File: config.mk
export PLATFORM = sky130hd
export DESIGN_NAME = vegeta_array_ctrl
export DESIGN_NICKNAME = d
export VERILOG_FILES = /design/src/rtl/vegeta_ctrl_pkg.sv /design/src/rtl/vegeta_ctrl_cnt.sv /design/src/rtl/vegeta_array_ctrl.sv
export SDC_FILE = /design/constraint.sdc
export NUM_CORES = 1
export LEC_CHECK = 0
export CAP_MARGIN = 20
export CORE_MARGIN = 3
export CORE_UTILIZATION = 40
export DETAILED_ROUTE_END_ITERATION = 10
export PLACE_DENSITY = 0.68
export SKIP_LAST_GASP = 1
export SLEW_MARGIN = 10
export SYNTH_ARGS = -nofsm -noshare
export SYNTH_HDL_FRONTEND = slang
export SYNTH_SLANG_ARGS = --single-unit
File: constraint.sdc
create_clock -name clk -period 3.4 [get_ports clk]
set_input_delay 1.02 -clock clk [delete_from_list [all_inputs] [get_ports clk]]
set_output_delay 1.02 -clock clk [all_outputs]
set_load 0.02 [all_outputs]
File: src/rtl/vegeta_ctrl_pkg.sv
// Shared types and helpers for the VEGETA PE-array sequencer.
package vegeta_ctrl_pkg;

    typedef enum logic [2:0] {
        StIdle,
        StLoad,
        StStream,
        StDrain,
        StDone
    } state_e;

    // Cycles from the first activation entering the array to its result leaving it.
    function automatic int unsigned lat(input int unsigned rows, input int unsigned cols);
        return rows + cols - 1;
    endfunction

endpackage

File: src/rtl/vegeta_ctrl_cnt.sv
// Up-counter with synchronous clear (dominant over enable) and a terminal compare.
module vegeta_ctrl_cnt #(
    parameter int unsigned WIDTH = 16
) (
    input  logic             clk,
    input  logic             rst_n,
    input  logic             clr,
    input  logic             en,
    input  logic [WIDTH-1:0] limit,
    output logic [WIDTH-1:0] count,
    output logic             at_limit
);

    always_ff @(posedge clk or negedge rst_n) begin
        if (!rst_n) begin
            count <= '0;
        end else if (clr) begin
            count <= '0;
        end else if (en) begin
            count <= count + 1'b1;
        end
    end

    assign at_limit = (count == limit);

endmodule

File: src/rtl/vegeta_array_ctrl.sv
// Tile sequencer for one VEGETA PE array: weight load/prefetch, activation streaming,
// pipeline drain and result flagging.
module vegeta_array_ctrl
    import vegeta_ctrl_pkg::*;
#(
    parameter int unsigned NUM_ROWS = 4,
    parameter int unsigned NUM_COLS = 4,
    parameter int unsigned LEN_W    = 16,
    parameter int unsigned TILE_W   = 8
) (
    input  logic              clk,
    input  logic              rst_n,
    input  logic              start,
    output logic              start_ready,
    input  logic [TILE_W-1:0] cfg_tiles,
    input  logic [LEN_W-1:0]  cfg_act_len,
    input  logic              abort,
    input  logic              w_valid,
    output logic              w_rd_en,
    input  logic              act_valid,
    output logic              act_rd_en,
    output logic              weight_transferring,
    output logic              i_wb,
    output logic              mode,
    output logic              acc_wr_en,
    output logic              busy,
    output logic              done
);

    localparam int unsigned LAT = lat(NUM_ROWS, NUM_COLS);
    localparam int unsigned MW  = LEN_W + 1;

    localparam logic [LEN_W-1:0] ROWS_L  = LEN_W'(NUM_ROWS);
    localparam logic [LEN_W-1:0] ROWS_M1 = LEN_W'(NUM_ROWS - 1);
    localparam logic [MW-1:0]    LAT_M   = MW'(LAT);
    localparam logic [MW-1:0]    LAT_M1  = MW'(LAT - 1);

    state_e             state_q;
    logic [TILE_W-1:0]  tiles_left_q;
    logic [LEN_W-1:0]   act_len_q;
    logic               i_wb_q;
    logic               done_q;
    logic               busy_q;
    logic               start_ready_q;

    logic [LEN_W-1:0]   wcnt;
    logic               wcnt_last;
    logic [LEN_W-1:0]   acnt;
    logic               acnt_last;
    logic [LEN_W-1:0]   acnt_limit;
    logic [MW-1:0]      mcnt;
    logic               mcnt_end;
    logic [MW-1:0]      mcnt_limit;

    logic in_load, in_stream, in_drain;
    logic pf_ok, w_take, a_take, mode_c, acc_c;
    logic accept, cfg_empty, load_last, stream_last, drain_end;
    logic tiles_last, wbuf_full, drain_to_stream;
    logic wcnt_clr, acnt_clr, mcnt_clr;

    always_comb begin
        in_load   = (state_q == StLoad);
        in_stream = (state_q == StStream);
        in_drain  = (state_q == StDrain);

        // Shadow-buffer prefetch only while another tile is still to come.
        pf_ok  = (tiles_left_q > TILE_W'(1)) && (wcnt < ROWS_L);
        w_take = !abort && w_valid && (in_load || ((in_stream || in_drain) && pf_ok));
        a_take = !abort && act_valid && in_stream;
        mode_c = !abort && ((in_stream && act_valid) || in_drain);
        acc_c  = mode_c && (mcnt >= LAT_M);

        accept      = !abort && start && start_ready_q;
        cfg_empty   = (cfg_tiles == '0) || (cfg_act_len == '0);
        load_last   = in_load && w_take && wcnt_last;
        stream_last = a_take && acnt_last;
        drain_end   = !abort && in_drain && mcnt_end;
        tiles_last  = (tiles_left_q == TILE_W'(1));
        // A beat landing on the final drain cycle still completes the shadow buffer.
        wbuf_full       = (wcnt == ROWS_L) || (w_take && wcnt_last);
        drain_to_stream = drain_end && !tiles_last && wbuf_full;

        acnt_limit = act_len_q - LEN_W'(1);
        mcnt_limit = {1'b0, act_len_q} + LAT_M1;

        wcnt_clr = abort || accept || load_last || drain_to_stream;
        acnt_clr = abort || accept || stream_last;
        mcnt_clr = abort || accept || drain_end;
    end

    vegeta_ctrl_cnt #(
        .WIDTH (LEN_W)
    ) u_wcnt (
        .clk      (clk),
        .rst_n    (rst_n),
        .clr      (wcnt_clr),
        .en       (w_take),
        .limit    (ROWS_M1),
        .count    (wcnt),
        .at_limit (wcnt_last)
    );

    vegeta_ctrl_cnt #(
        .WIDTH (LEN_W)
    ) u_acnt (
        .clk      (clk),
        .rst_n    (rst_n),
        .clr      (acnt_clr),
        .en       (a_take),
        .limit    (acnt_limit),
        .count    (acnt),
        .at_limit (acnt_last)
    );

    // Counts every mode cycle of the tile; its terminal value is the last drain cycle.
    vegeta_ctrl_cnt #(
        .WIDTH (MW)
    ) u_mcnt (
        .clk      (clk),
        .rst_n    (rst_n),
        .clr      (mcnt_clr),
        .en       (mode_c),
        .limit    (mcnt_limit),
        .count    (mcnt),
        .at_limit (mcnt_end)
    );

    always_ff @(posedge clk or negedge rst_n) begin
        if (!rst_n) begin
            state_q       <= StIdle;
            tiles_left_q  <= '0;
            act_len_q     <= '0;
            i_wb_q        <= 1'b0;
            done_q        <= 1'b0;
            busy_q        <= 1'b0;
            start_ready_q <= 1'b0;
        end else if (abort) begin
            state_q       <= StIdle;
            tiles_left_q  <= '0;
            act_len_q     <= '0;
            i_wb_q        <= 1'b0;
            done_q        <= 1'b0;
            busy_q        <= 1'b0;
            start_ready_q <= 1'b1;
        end else begin
            unique case (state_q)
                StIdle: begin
                    if (accept) begin
                        tiles_left_q  <= cfg_tiles;
                        act_len_q     <= cfg_act_len;
                        start_ready_q <= 1'b0;
                        busy_q        <= 1'b1;
                        if (cfg_empty) begin
                            state_q <= StDone;
                            done_q  <= 1'b1;
                        end else begin
                            state_q <= StLoad;
                        end
                    end else begin
                        start_ready_q <= 1'b1;
                    end
                end
                StLoad: begin
                    if (load_last) begin
                        state_q <= StStream;
                        i_wb_q  <= ~i_wb_q;
                    end
                end
                StStream: begin
                    if (stream_last) begin
                        state_q <= StDrain;
                    end
                end
                StDrain: begin
                    if (drain_end) begin
                        tiles_left_q <= tiles_left_q - TILE_W'(1);
                        if (tiles_last) begin
                            state_q <= StDone;
                            done_q  <= 1'b1;
                        end else if (wbuf_full) begin
                            state_q <= StStream;
                            i_wb_q  <= ~i_wb_q;
                        end else begin
                            state_q <= StLoad;
                        end
                    end
                end
                StDone: begin
                    state_q       <= StIdle;
                    done_q        <= 1'b0;
                    busy_q        <= 1'b0;
                    start_ready_q <= 1'b1;
                end
                default: begin
                    state_q <= StIdle;
                end
            endcase
        end
    end

    acnt_zero_outside_stream: assert property (
        @(posedge clk) disable iff (!rst_n) (state_q != StStream) |-> (acnt == '0)
    );

    assign start_ready         = start_ready_q;
    assign busy                = busy_q;
    assign done                = done_q;
    assign i_wb                = i_wb_q;
    assign weight_transferring = w_take;
    assign w_rd_en             = w_take;
    assign act_rd_en           = a_take;
    assign mode                = mode_c;
    assign acc_wr_en           = acc_c;

endmodule

== Word level (Yosys, flattened, before mapping) ==
Cells that the tools add are included.

* Add/sub/neg operators: 6
* $lt $le $gt $ge: 3
* Equality and inequality tests: 17
* Multiplexer cells: 40
* Bitwise gates (word level): 1
* Reductions and logical operators: 49

{| class="wikitable"
|+ Operators with widths
! operator !! number
|-
| $mux W16 || 7
|-
| $mux W17 || 2
|-
| $add A16 B1 Y16 const B || 2
|-
| $mux W8 || 3
|-
| $mux W3 || 7
|-
| $logic_and A1 B1 Y1 || 19
|-
| $add A16 B3 Y17 const B || 1
|-
| $add A17 B1 Y17 const B || 1
|-
| $eq A17 B17 Y1 || 1
|-
| $ge A17 B3 Y1 const B || 1
|-
| $eq A16 B16 Y1 || 1
|-
| $eq A16 B2 Y1 const B || 1
|-
| $eq A16 B3 Y1 const B || 1
|-
| $logic_not A16 Y1 || 1
|-
| $lt A16 B3 Y1 const B || 1
|-
| $pmux W8 S2 || 1
|-
| $sub A16 B1 Y16 const B || 1
|-
| $ne A3 B2 Y1 const B || 5
|-
| $mux W1 || 14
|-
| $pmux W3 S4 || 1
|-
| $logic_or A1 B1 Y1 || 10
|-
| $reduce_and A5 Y1 || 2
|-
| $reduce_bool A2 Y1 || 5
|-
| $ne A3 B3 Y1 const B || 3
|-
| other kinds (18) || 25
|}

* Register bits: 80
* Input bits: 30

== Longest topological paths before layout ==
Gate-level depths: netlist (run 1).

* Depth after elaboration: 12
* Gate-level depth with buffers: 11

== Modules after synthesis ==
Synthesis (run 1) repeated with hierarchy kept, for this count alone.

* Cell total of the unflattened synthesis: 610
* Area total of the unflattened synthesis: 5509.0 um2

{| class="wikitable"
|+ Modules (own cells, without submodules)
! module !! times used !! cells an instance !! area an instance (um2)
|-
| vegeta_array_ctrl || 1 || 295 || 2411.1
|-
| vegeta_ctrl_cnt at u_acnt ... || 2 || 104 || 1024.7
|-
| vegeta_ctrl_cnt at u_mcnt || 1 || 107 || 1048.5
|}

== Least setup slack after synthesis (run 1) ==
OpenSTA, ideal clock, no wires.

* Path kind: input-to-output
* From: in abort
* To: out weight_transferring
* Arrival time: 2.859 ns
* Setup slack: -0.479 ns
* Stages: 5
* Cell sequence: buf_6 -> nor3b_1 -> o311ai_0 -> o31ai_1 -> buf_4

* Longest elaborated chain between the ends: 3

{| class="wikitable"
|+ Ends and longest elaborated chain
! item !! line !! source
|-
| start, declared || vegeta_array_ctrl.sv:17 || <nowiki>input logic abort,</nowiki>
|-
| $logic_not A1 Y1 || vegeta_array_ctrl.sv:68 || <nowiki>w_take = !abort && w_valid && (in_load || ((in_stream || in_drain) && pf_ok));</nowiki>
|-
| $logic_and A1 B1 Y1 (2 in a row) || vegeta_array_ctrl.sv:68 ||
|-
| end, declared || vegeta_array_ctrl.sv:22 || <nowiki>output logic weight_transferring,</nowiki>
|}

No other way between the ends.

== Worst setup path after layout (run 1) ==
* From: in w_valid
* To: out w_rd_en

* Longest elaborated chain between the ends: 2

{| class="wikitable"
|+ Ends and longest elaborated chain
! item !! line !! source
|-
| start, declared || vegeta_array_ctrl.sv:18 || <nowiki>input logic w_valid,</nowiki>
|-
| $logic_and A1 B1 Y1 (2 in a row) || vegeta_array_ctrl.sv:68 ||
|-
| end, declared || vegeta_array_ctrl.sv:19 || <nowiki>output logic w_rd_en,</nowiki>
|}

No other way between the ends.

==> results of run 1 <==
==> layout by cell type (no fill, tap or decap), types with 3 or more instances in the layout <==
master	count
nand2b_1	7
nor4_2	3
nand4_1	17
or3_1	7
o211ai_1	4
xor2_1	40
ha_1	8
buf_4	41
mux2i_1	6
a21oi_1	20
nand2_1	62
or2_2	4
o31ai_1	6
a211o_1	3
o21ai_0	21
xnor2_1	42
and3_1	22
dfrtp_1	79
inv_1	22
nor4_1	23
nor2b_1	11
nor3_1	19
nand3_1	18
or4_1	5
and4_1	3
nor2_1	84
clkbuf_16	10
clkdlybuf4s50_1	30
a22o_1	10
and2_1	3
nand3b_1	5
==> sequential cells by signal, indices dropped and copies added, names as in the netlist <==
register      cells
act_len_q        16
busy              1
done              1
i_wb              1
start_ready       1
state_q           3
tiles_left_q      8
u_acnt.count     16
u_mcnt.count     17
u_wcnt.count     16
==> layer usage <==
metal | up-vias | global-route usage (%) | share of wire [%] | wire [µm]
met1 | 2475 | 26.1 | 46 | 6620
met2 | 119 | 32.2 | 48 | 6890
met4 | 0 | 6.92 | 1.8 | 254
met5 | - | 0 | 0 | 0
li1 | 2417 | - | - | -
met3 | 24 | 3.48 | 4.8 | 687
==> stage by stage <==
step                util (%)  TNS [ns]  power [µW]
floorplan                  -         0        1440
global placement        46.8    -12.97        1620
detailed placement      46.8    -14.62        1640
CTS                     49.0    -0.131        2640
global route            49.7    -0.187        2760
finish                  49.7  -0.00808        2630
==> synth_stat cells, types with 19 or more instances <==
| master | n | share of area (%) |
|---|---|---|
| a21oi_1 | 20 | 1.8 |
| and3_1 | 22 | 2.5 |
| clkbuf_1 | 27 | 1.8 |
| dfrtp_1 | 80 | 36 |
| inv_1 | 22 | 1.5 |
| nand2_1 | 62 | 4.2 |
| nor2_1 | 85 | 5.8 |
| nor3_1 | 19 | 1.7 |
| nor4_1 | 25 | 2.8 |
| o21ai_0 | 21 | 1.9 |
| xnor2_1 | 42 | 6.7 |
| xor2_1 | 40 | 6.3 |
==> what timing repair did <==
item,4_1_cts,5_1_grt
setup endpoints to repair,23,27
buffers inserted,1,4
gates resized for setup,20,12
pin swaps,2,6
cloned,0,1
==> cell families (layout without fill, tap and decap cells) <==
group	after synthesis	in the layout	share of synthesized area, %
flops	80	80	36.3
simple gates	310	310	29.5
fa+ha+maj	8	8	1.81
compound gates	105	105	13.7
mux	6	6	1.09
buf+inv	61	115	4.65
xor+xnor	82	82	13.0
==> path summary, 6_finish.rpt <==
kind	from	endpoint	slack (ns)	depth (start not counted)
max	w_valid	w_rd_en	-0.004	5
min	done	done	0.52	2
max reg2reg	act_len_q[2]	tiles_left_q[3]	0.20	12
min reg2reg	done	done	0.52	2
max in group asynchronous	rst_n	u_mcnt.count[12]	2.07	2
min in group asynchronous	rst_n	u_acnt.count[12]	0.74	1
==> layout make-up <==
class | count | area (µm²) | share of cell area (%)
multi-input cells | 511 | 3310 | 49.9
well taps | 176 | 220 | 3.32
flip-flops and latches | 80 | 2000 | 30.2
clock inverters | 3 | 42.5 | 0.642
inverters | 22 | 82.6 | 1.25
repair buffers | 79 | 719 | 10.8
clock buffers | 11 | 253 | 3.81
==> where the power goes <==
| part | internal (µW) | switching (µW) | leakage (µW) | total (µW) |
|---|---|---|---|---|
| Combinational | 247 | 305 | 0.00153 | 552 |
| Sequential | 997 | 96.3 | 0.00108 | 1090 |
| Clock | 599 | 389 | 0.000143 | 988 |
| Total | 1840 | 791 | 0.00276 | 2630 |
==> worst reg2reg max path, stage by stage (launching register included) <==
cell and delay, ns:
dfrtp_1 0.48, inv_1 0.12, ha_1 0.29, nand4b_1 0.34, buf_4 0.24, buf_4 0.12, nor4_1 0.26, a311o_1 0.15
o2bb2ai_1 0.12, nor4_4 0.30, buf_4 0.26, and2_1 0.25, o21ai_0 0.14
==> reports/metrics.csv, run 1 <==
stage,metric,value,unit
worst_setup_path,crit_required,2.38,ns
clock_network,cts.sinks,80,
timing,period_needed,3.40,ns
power_and_ir_drop,power_density,397,nW/µm²
logic_synthesis,synth_edf_count,0,
place,finalWeightedCongestion,0.977,
grt,grt_pass1_vias,4916,
timing,worst_slew_pin_slew,0.791,ns
timing,skew,0.00662,ns
route,wl_per_cell,16.4,µm
floorplan,initial_utilization,41.3,%
worst_setup_path,critPathMaxStageDelay,0.45,ns
final_layout,nFillCells,1285,
worst_setup_path,crit_arrival,2.38,ns
logic_synthesis,async_flop_share,100,%
logic_synthesis,synth_area,5520,µm²
worst_setup_path,critPathLaunchType,primary input,
route,drc_errors,0,
logic_synthesis,synth_seq_area_share,36.3,%
hold_path,hp-class,reg2reg,
timing,holdWs,0.517,ns
status,violations,negative setup slack,
route,drt_iter0_markers,277,
worst_setup_path,path_class,in2out,
timing,finalWorstSetupSlack,-0.00420,ns
place,dpl_worst_slack,-0.672,ns
power_and_ir_drop,ir_drop,0.000213,V
logic_synthesis,synth_cell_types,70,
floorplan,die_w,123,µm
final_layout,areaGrowthSynthToFinish,20.2,%
grt,grt_util_all_layers,19.7,%
final_layout,final_nets,741,
timing,fmax,294,MHz
floorplan,core_area,13300,µm²
final_layout,final_cells,882,
floorplan,die_area,15200,µm²
floorplan,die_h,123,µm
place,io_buffers,38,
floorplan,rows,42,
logic_synthesis,ys.flop_type,dfrtp_1,
floorplan,ios,39,
worst_setup_path,crit_slowest_cell,clkdlybuf4s50_1,
final_layout,diodes,0,
clock_network,numCtsBuffers,9,
clock_network,cts_tree,yes,
clock_network,hold_buffers,0,
clock_network,root_buffer,clkbuf_16,
clock_network,clk_path_buf_depth,2,
grt,gr-total-overflow,0,
final_layout,drive_gt1_share,11.8,%
clock_network,clock_latency,0.35,ns
worst_setup_path,critPathTopFamily,buffers and inverters,
route,routed_wl,14500,µm
route,dr.pass1.iters,4,
clock_network,h-tree-depth,3,
place,dp_hpwl,10600,µm
logic_synthesis,syn-num-nets,690,
worst_setup_path,cp_max_fo,3,
logic_synthesis,yosysWarnings,0,
route,viasPerCell,5.71,
place,placed_cells,862,
power_and_ir_drop,power.leakage,0.00276,µW
logic_synthesis,synth_seq_cells,80,
logic_synthesis,avgSynthCellArea,8.46,µm²
route,vias,5035,
grt,antenna_found_initial,0,
grt,grt_start_max_net_pins,56,
logic_synthesis,synth_cells,652,
job,maxCapViolations,0,
worst_setup_path,cp-end-kind,output port,
final_layout,final_cell_area,6630,µm²
route,ant_nets,0,
worst_setup_path,cp.buffers_inverters,2,
clock_network,clkTransAtPathRegs,0.06,ns
timing,rsz0062_at_grt,yes,
grt,grt_pass1_wl,23700,µm
timing,finalCritPeriodShare,100,%
status,outcome,"complete, but fails checks",
timing,setup_viol,2,
place,dpl_cell_area,6240,µm²
timing,hold_viol,0,
timing,finalMaxSlewViolations,0,
timing,worst_slew_margin_rel,47.2,%
worst_setup_path,path_cells,clkdlybuf4s50_1 -> nor3b_4 -> o311ai_2 -> o31ai_2 -> buf_4,
Note: power is estimated with default switching activity, not from simulation.
==> run 2: changes to the inputs <==
--- a/config.mk
+++ b/config.mk
@@ -9,7 +9,8 @@
 export CORE_MARGIN = 3
 export CORE_UTILIZATION = 40
 export DETAILED_ROUTE_END_ITERATION = 10
-export PLACE_DENSITY = 0.68
+export PLACE_DENSITY_LB_ADDON = 0.25
+export RECOVER_POWER = 25
 export SKIP_LAST_GASP = 1
 export SLEW_MARGIN = 10
 export SYNTH_ARGS = -nofsm -noshare
==> reports/metrics.csv, run 2 (same netlist as run 1, synthesis figures left out) <==
stage,metric,value,unit,change
clock_network,clk_path_buf_depth,2,,unchanged
clock_network,numCtsBuffers,9,,unchanged
final_layout,drive_gt1_share,10.5,%,-1.2 points
timing,finalMaxSlewViolations,42,,+42
floorplan,core_area,13300,µm²,unchanged
worst_setup_path,crit_required,3.64,ns,+1.26 ns
grt,antenna_found_initial,0,,unchanged
route,viasPerCell,5.63,,-1.3%
floorplan,die_w,123,µm,unchanged
grt,grt_start_max_net_pins,42,,-25%
grt,grt_pass1_wl,23900,µm,+0.99%
place,dp_hpwl,10600,µm,-0.34%
final_layout,areaGrowthSynthToFinish,18.7,%,
timing,setup_viol,0,,-2
final_layout,largest_register_ffs,17,,unchanged
grt,grt_util_all_layers,19.9,%,+0.22 points
route,ant_nets,0,,unchanged
final_layout,final_util,49.1,%,-0.61 points
route,dr.pass1.iters,5,,+1
power_and_ir_drop,power.leakage,0.00274,µW,-0.95%
final_layout,final_common_cell,nor2_1,,
place,io_buffers,38,,unchanged
clock_network,clock_latency,0.35,ns,about the same
clock_network,h-tree-depth,3,,unchanged
timing,finalCritPeriodShare,99.8,%,-0.35 points
timing,worst_slew_pin_slew,2.29,ns,+1.50 ns
place,dpl_worst_slack,-0.593,ns,+0.0786 ns
clock_network,cts.sinks,80,,unchanged
grt,gr-total-overflow,0,,unchanged
place,finalWeightedCongestion,0.956,,-2.1%
final_layout,diodes,0,,unchanged
final_layout,final_cells,880,,-0.23%
timing,finalWorstSetupSlack,0.00785,ns,+0.0121 ns
worst_setup_path,cp_max_fo,8,,+5
route,routed_wl,14500,µm,about the same
floorplan,rows,42,,unchanged
worst_setup_path,cp.buffers_inverters,3,,+1
worst_setup_path,path_class,in2reg,,
timing,holdWs,0.521,ns,+0.00330 ns
floorplan,initial_utilization,41.3,%,unchanged
grt,grt_pass1_vias,4765,,-3.1%
status,outcome,"complete, but fails checks",,
status,violations,"max-capacitance violations, max-slew violations",,
route,drc_errors,0,,unchanged
worst_setup_path,critPathLaunchType,primary input,,
route,vias,4957,,-1.5%
place,placed_cells,860,,-0.23%
power_and_ir_drop,ir_drop,0.000260,V,+22%
timing,fmax,295,MHz,+0.36%
worst_setup_path,critPathMaxStageDelay,0.51,ns,+0.06 ns
worst_setup_path,crit_arrival,3.63,ns,+1.25 ns
worst_setup_path,critPathTopFamily,simple AND/OR/NAND/NOR gates,,
timing,skew,0.00839,ns,+0.00178 ns
timing,worst_slew_margin_rel,-52.6,%,-100 points
floorplan,ios,39,,unchanged
floorplan,die_h,123,µm,unchanged
worst_setup_path,crit_slowest_cell,or4b_4,,
floorplan,die_area,15200,µm²,unchanged
final_layout,top_register,u_mcnt.count,,
timing,rsz0062_at_grt,yes,,
clock_network,clkTransAtPathRegs,0.06,ns,about the same
route,drt_iter0_markers,231,,-17%
clock_network,cts_tree,yes,,
worst_setup_path,cp-end-kind,flip-flop,,
timing,period_needed,3.39,ns,-0.0121 ns
worst_setup_path,path_cells,clkdlybuf4s15_1 -> or4b_4 -> buf_4 -> nor4_4 -> o211ai_1 -> nor4b_1 -> or4b_4 -> o21ai_4 -> bufbuf_16 -> nor2_1,,
timing,tns,0,ns,+0.00808 ns
power_and_ir_drop,power_density,399,nW/µm²,+0.35%
hold_path,hp-class,reg2reg,,
clock_network,root_buffer,clkbuf_16,,
worst_setup_path,cp_common_cell,or4b_4,,
final_layout,final_nets,737,,-0.54%
timing,hold_viol,0,,unchanged
final_layout,layout_common_cells,"nor2_1, dfrtp_1, nand2_1",,
job,maxCapViolations,1,,+1
route,wl_per_cell,16.4,µm,+0.21%
-- run 2: cell count changes in the layout (fill, tap and decap cells not counted), sizes merged --
cell and delta:
buf -7, bufbuf +1, clkbuf +2, clkdlybuf4s15 +1
clkinv +3, clkinvlp -1, dlygate4sd2 -1
-- run 2: path summary, 6_finish.rpt --
check	cells past startpoint	slack, ns	start	to
max	10	0.008	act_valid	u_acnt.count[6]
min	2	0.52	done	done
max reg2reg	10	0.15	act_len_q[2]	u_acnt.count[6]
min reg2reg	2	0.52	done	done
max in group asynchronous	2	0.55	rst_n	u_acnt.count[14]
min in group asynchronous	1	1.35	rst_n	u_mcnt.count[7]
-- run 2: area by class of cell --
class / instances / area (µm²)
clock buffers: 11 / 233
clock inverters: 5 / 57.6
fillers: 1301 / 6800
inverters: 22 / 82.6
multi-input cells: 511 / 3280
flip-flops and latches: 80 / 2000
well taps: 176 / 220
repair buffers: 75 / 676
-- run 2: per-layer routing --
metal	global-route usage [%]	routed length (µm)
met1	27.2	6800
met2	31.7	6680
met3	3.71	668
met4	6.57	300
met5	0	0
-- run 2: timing repair --
action,in CTS,in global routing
pin swaps,5,3
gates resized for setup,22,3
buffers inserted,1,2
setup endpoints to repair,23,27
hold buffers,0,0
cloned,1,0
-- run 2: through the flow --
step / power (µW) / cell area (µm²)
floorplan: 1440 / 5530
global placement: 1630 / 6210
detailed placement: 1640 / 6210
CTS: 2630 / 6540
global route: 2740 / 6550
finish: 2610 / 6550
-- run 2: power breakdown --
part / internal (µW) / switching [µW]
clock network: 569 / 403
logic: 245 / 297
registers: 997 / 99.8
-- run 2: tightest hold or removal path: cells and delay by family (launching register included) --
| family | cells | cell delay (ns) |
|---|---|---|
| and+or+nand+nor | 1 | 0.05 |
| DFF | 1 | 0.35 |
| AOI/OAI and AO/OA | 1 | 0.08 |
==> run 3: changes to the inputs <==
--- a/config.mk
+++ b/config.mk
@@ -8,6 +8,7 @@
 export CAP_MARGIN = 20
 export CORE_MARGIN = 3
 export CORE_UTILIZATION = 40
+export CTS_BUF_LIST = sky130_fd_sc_hd__clkbuf_8
 export DETAILED_ROUTE_END_ITERATION = 10
 export PLACE_DENSITY_LB_ADDON = 0.25
 export RECOVER_POWER = 25
==> reports/metrics.csv, run 3 (same netlist as run 1, synthesis figures left out) <==
stage,metric,value,unit,change
route,vias,4968,,+0.22%
grt,gr-total-overflow,0,,unchanged
worst_setup_path,crit_arrival,3.65,ns,+0.02 ns
place,dp_hpwl,10600,µm,unchanged
hold_path,hp-class,reg2reg,,
timing,setup_viol,0,,unchanged
route,wl_per_cell,16.5,µm,+0.27%
power_and_ir_drop,ir_drop,0.000173,V,-33%
clock_network,clk_path_buf_depth,2,,unchanged
floorplan,core_area,13300,µm²,unchanged
job,maxCapViolations,1,,unchanged
worst_setup_path,cp-end-kind,flip-flop,,
final_layout,final_nets,738,,+0.14%
worst_setup_path,path_class,in2reg,,
power_and_ir_drop,power_density,362,nW/µm²,-9.1%
route,routed_wl,14500,µm,+0.39%
final_layout,layout_common_cells,"nor2_1, dfrtp_1, nand2_1",,
floorplan,die_area,15200,µm²,unchanged
clock_network,hold_buffers,0,,unchanged
grt,grt_util_all_layers,19.9,%,+0.064 points
floorplan,ios,39,,unchanged
timing,rsz0062_at_grt,no,,
route,drc_errors,0,,unchanged
place,finalWeightedCongestion,0.956,,unchanged
clock_network,cts_tree,yes,,
timing,skew,0.0159,ns,+0.00747 ns
status,violations,"max-capacitance violations, max-slew violations",,
timing,worst_slew_pin_slew,2.28,ns,-0.0102 ns
worst_setup_path,crit_required,3.67,ns,+0.03 ns
power_and_ir_drop,total_power,2350,µW,-9.8%
final_layout,drive_gt1_share,10.9,%,+0.41 points
floorplan,initial_utilization,41.3,%,unchanged
timing,finalWorstSetupSlack,0.0153,ns,+0.00743 ns
hold_path,holdPathStages,2,,unchanged
final_layout,largest_register_ffs,17,,unchanged
floorplan,die_w,123,µm,unchanged
floorplan,rows,42,,unchanged
worst_setup_path,critPathLaunchType,primary input,,
timing,finalMaxSlewViolations,42,,unchanged
floorplan,die_h,123,µm,unchanged
power_and_ir_drop,power.leakage,0.00271,µW,-0.77%
final_layout,areaGrowthSynthToFinish,17.7,%,
clock_network,cts.sinks,80,,unchanged
grt,grt_pass1_vias,4772,,+0.15%
place,io_buffers,38,,unchanged
worst_setup_path,r2r_cells,10,,unchanged
final_layout,final_common_cell,nor2_1,,
final_layout,diodes,0,,unchanged
timing,worst_slew_margin_rel,-52.0,%,+0.68 points
timing,hold_viol,0,,unchanged
timing,fmax,295,MHz,+0.22%
clock_network,numCtsBuffers,9,,unchanged
place,dpl_cell_area,6210,µm²,unchanged
place,dpl_worst_slack,-0.593,ns,unchanged
clock_network,clkTransAtPathRegs,0.08,ns,+0.02 ns
route,drt_iter0_markers,240,,+3.9%
grt,grt_pass1_wl,24000,µm,+0.43%
grt,grt_start_max_net_pins,42,,unchanged
route,viasPerCell,5.64,,+0.11%
route,ant_nets,0,,unchanged
clock_network,h-tree-depth,3,,unchanged
final_layout,final_cell_area,6500,µm²,-0.80%
worst_setup_path,cp_max_fo,8,,unchanged
grt,antenna_found_initial,0,,unchanged
timing,period_needed,3.38,ns,-0.00743 ns
route,dr.pass1.iters,4,,-1
timing,tns,0,ns,unchanged
status,outcome,"complete, but fails checks",,
clock_network,clock_latency,0.38,ns,+0.03 ns
timing,finalCritPeriodShare,99.6,%,-0.22 points
clock_network,root_buffer,clkbuf_8,,
final_layout,top_register,u_mcnt.count,,
[run 3: what timing repair did]
item | 4_1_cts | 5_1_grt
endpoints found under the setup margin | 23 | 26
setup buffers | 2 | 2
pin swaps | 3 | 2
cloned | 1 | 0
gates resized for setup | 23 | 9
[run 3: worst paths after layout]
check	start	to	slack [ns]
hold / removal	done	done	0.53
hold reg to reg	done	done	0.53
setup reg to reg	act_len_q[1]	u_acnt.count[9]	0.20
min in group asynchronous	rst_n	u_mcnt.count[7]	1.32
max in group asynchronous	rst_n	u_mcnt.count[11]	0.60
setup / recovery	act_valid	u_acnt.count[9]	0.02
[run 3: cell type report]
type,count,area [µm²]
multi-input cells,511,3310
well taps,176,220
fillers,1306,6850
clock buffers,9,124
repair buffers,76,693
inverters,22,82.6
flip-flops and latches,80,2000
clock inverters,7,65.1
[run 3: power breakdown]
| part | total, µW | internal, µW | switching (µW) |
|---|---|---|---|
| sequential | 1100 | 995 | 100 |
| clock | 711 | 334 | 376 |
| combinational | 548 | 246 | 302 |
| total | 2350 | 1580 | 779 |
[run 3: worst max-delay path: stages]
cell and delay (ns):
dlygate4sd2_1 0.26, or4b_4 0.50, buf_4 0.16, nor4_4 0.27, o211ai_1 0.14, nor4b_1 0.31
or4b_4 0.51, o21ai_4 0.15, bufbuf_16 0.28, nor2_1 0.05
[run 3: per-layer routing]
layer	track usage [%]	vias up	wire length, µm
met5	0	-	0
met4	5.95	0	267
met3	3.84	24	705
met2	31.8	119	6650
met1	27.5	2399	6880
li1	-	2426	-
[run 3: metrics by stage]
| step | cells | utilization (%) | hold WS (ns) |
|---|---|---|---|
| 2_1_floorplan | 652 | - | 0.506 |
| 3_3_place_gp | 860 | 46.6 | 0.494 |
| 3_5_place_dp | 860 | 46.6 | 0.485 |
| 4_1_cts | 879 | 48.4 | 0.526 |
| 5_1_grt | 881 | 48.7 | 0.553 |
| 6_report | 881 | 48.7 | 0.526 |
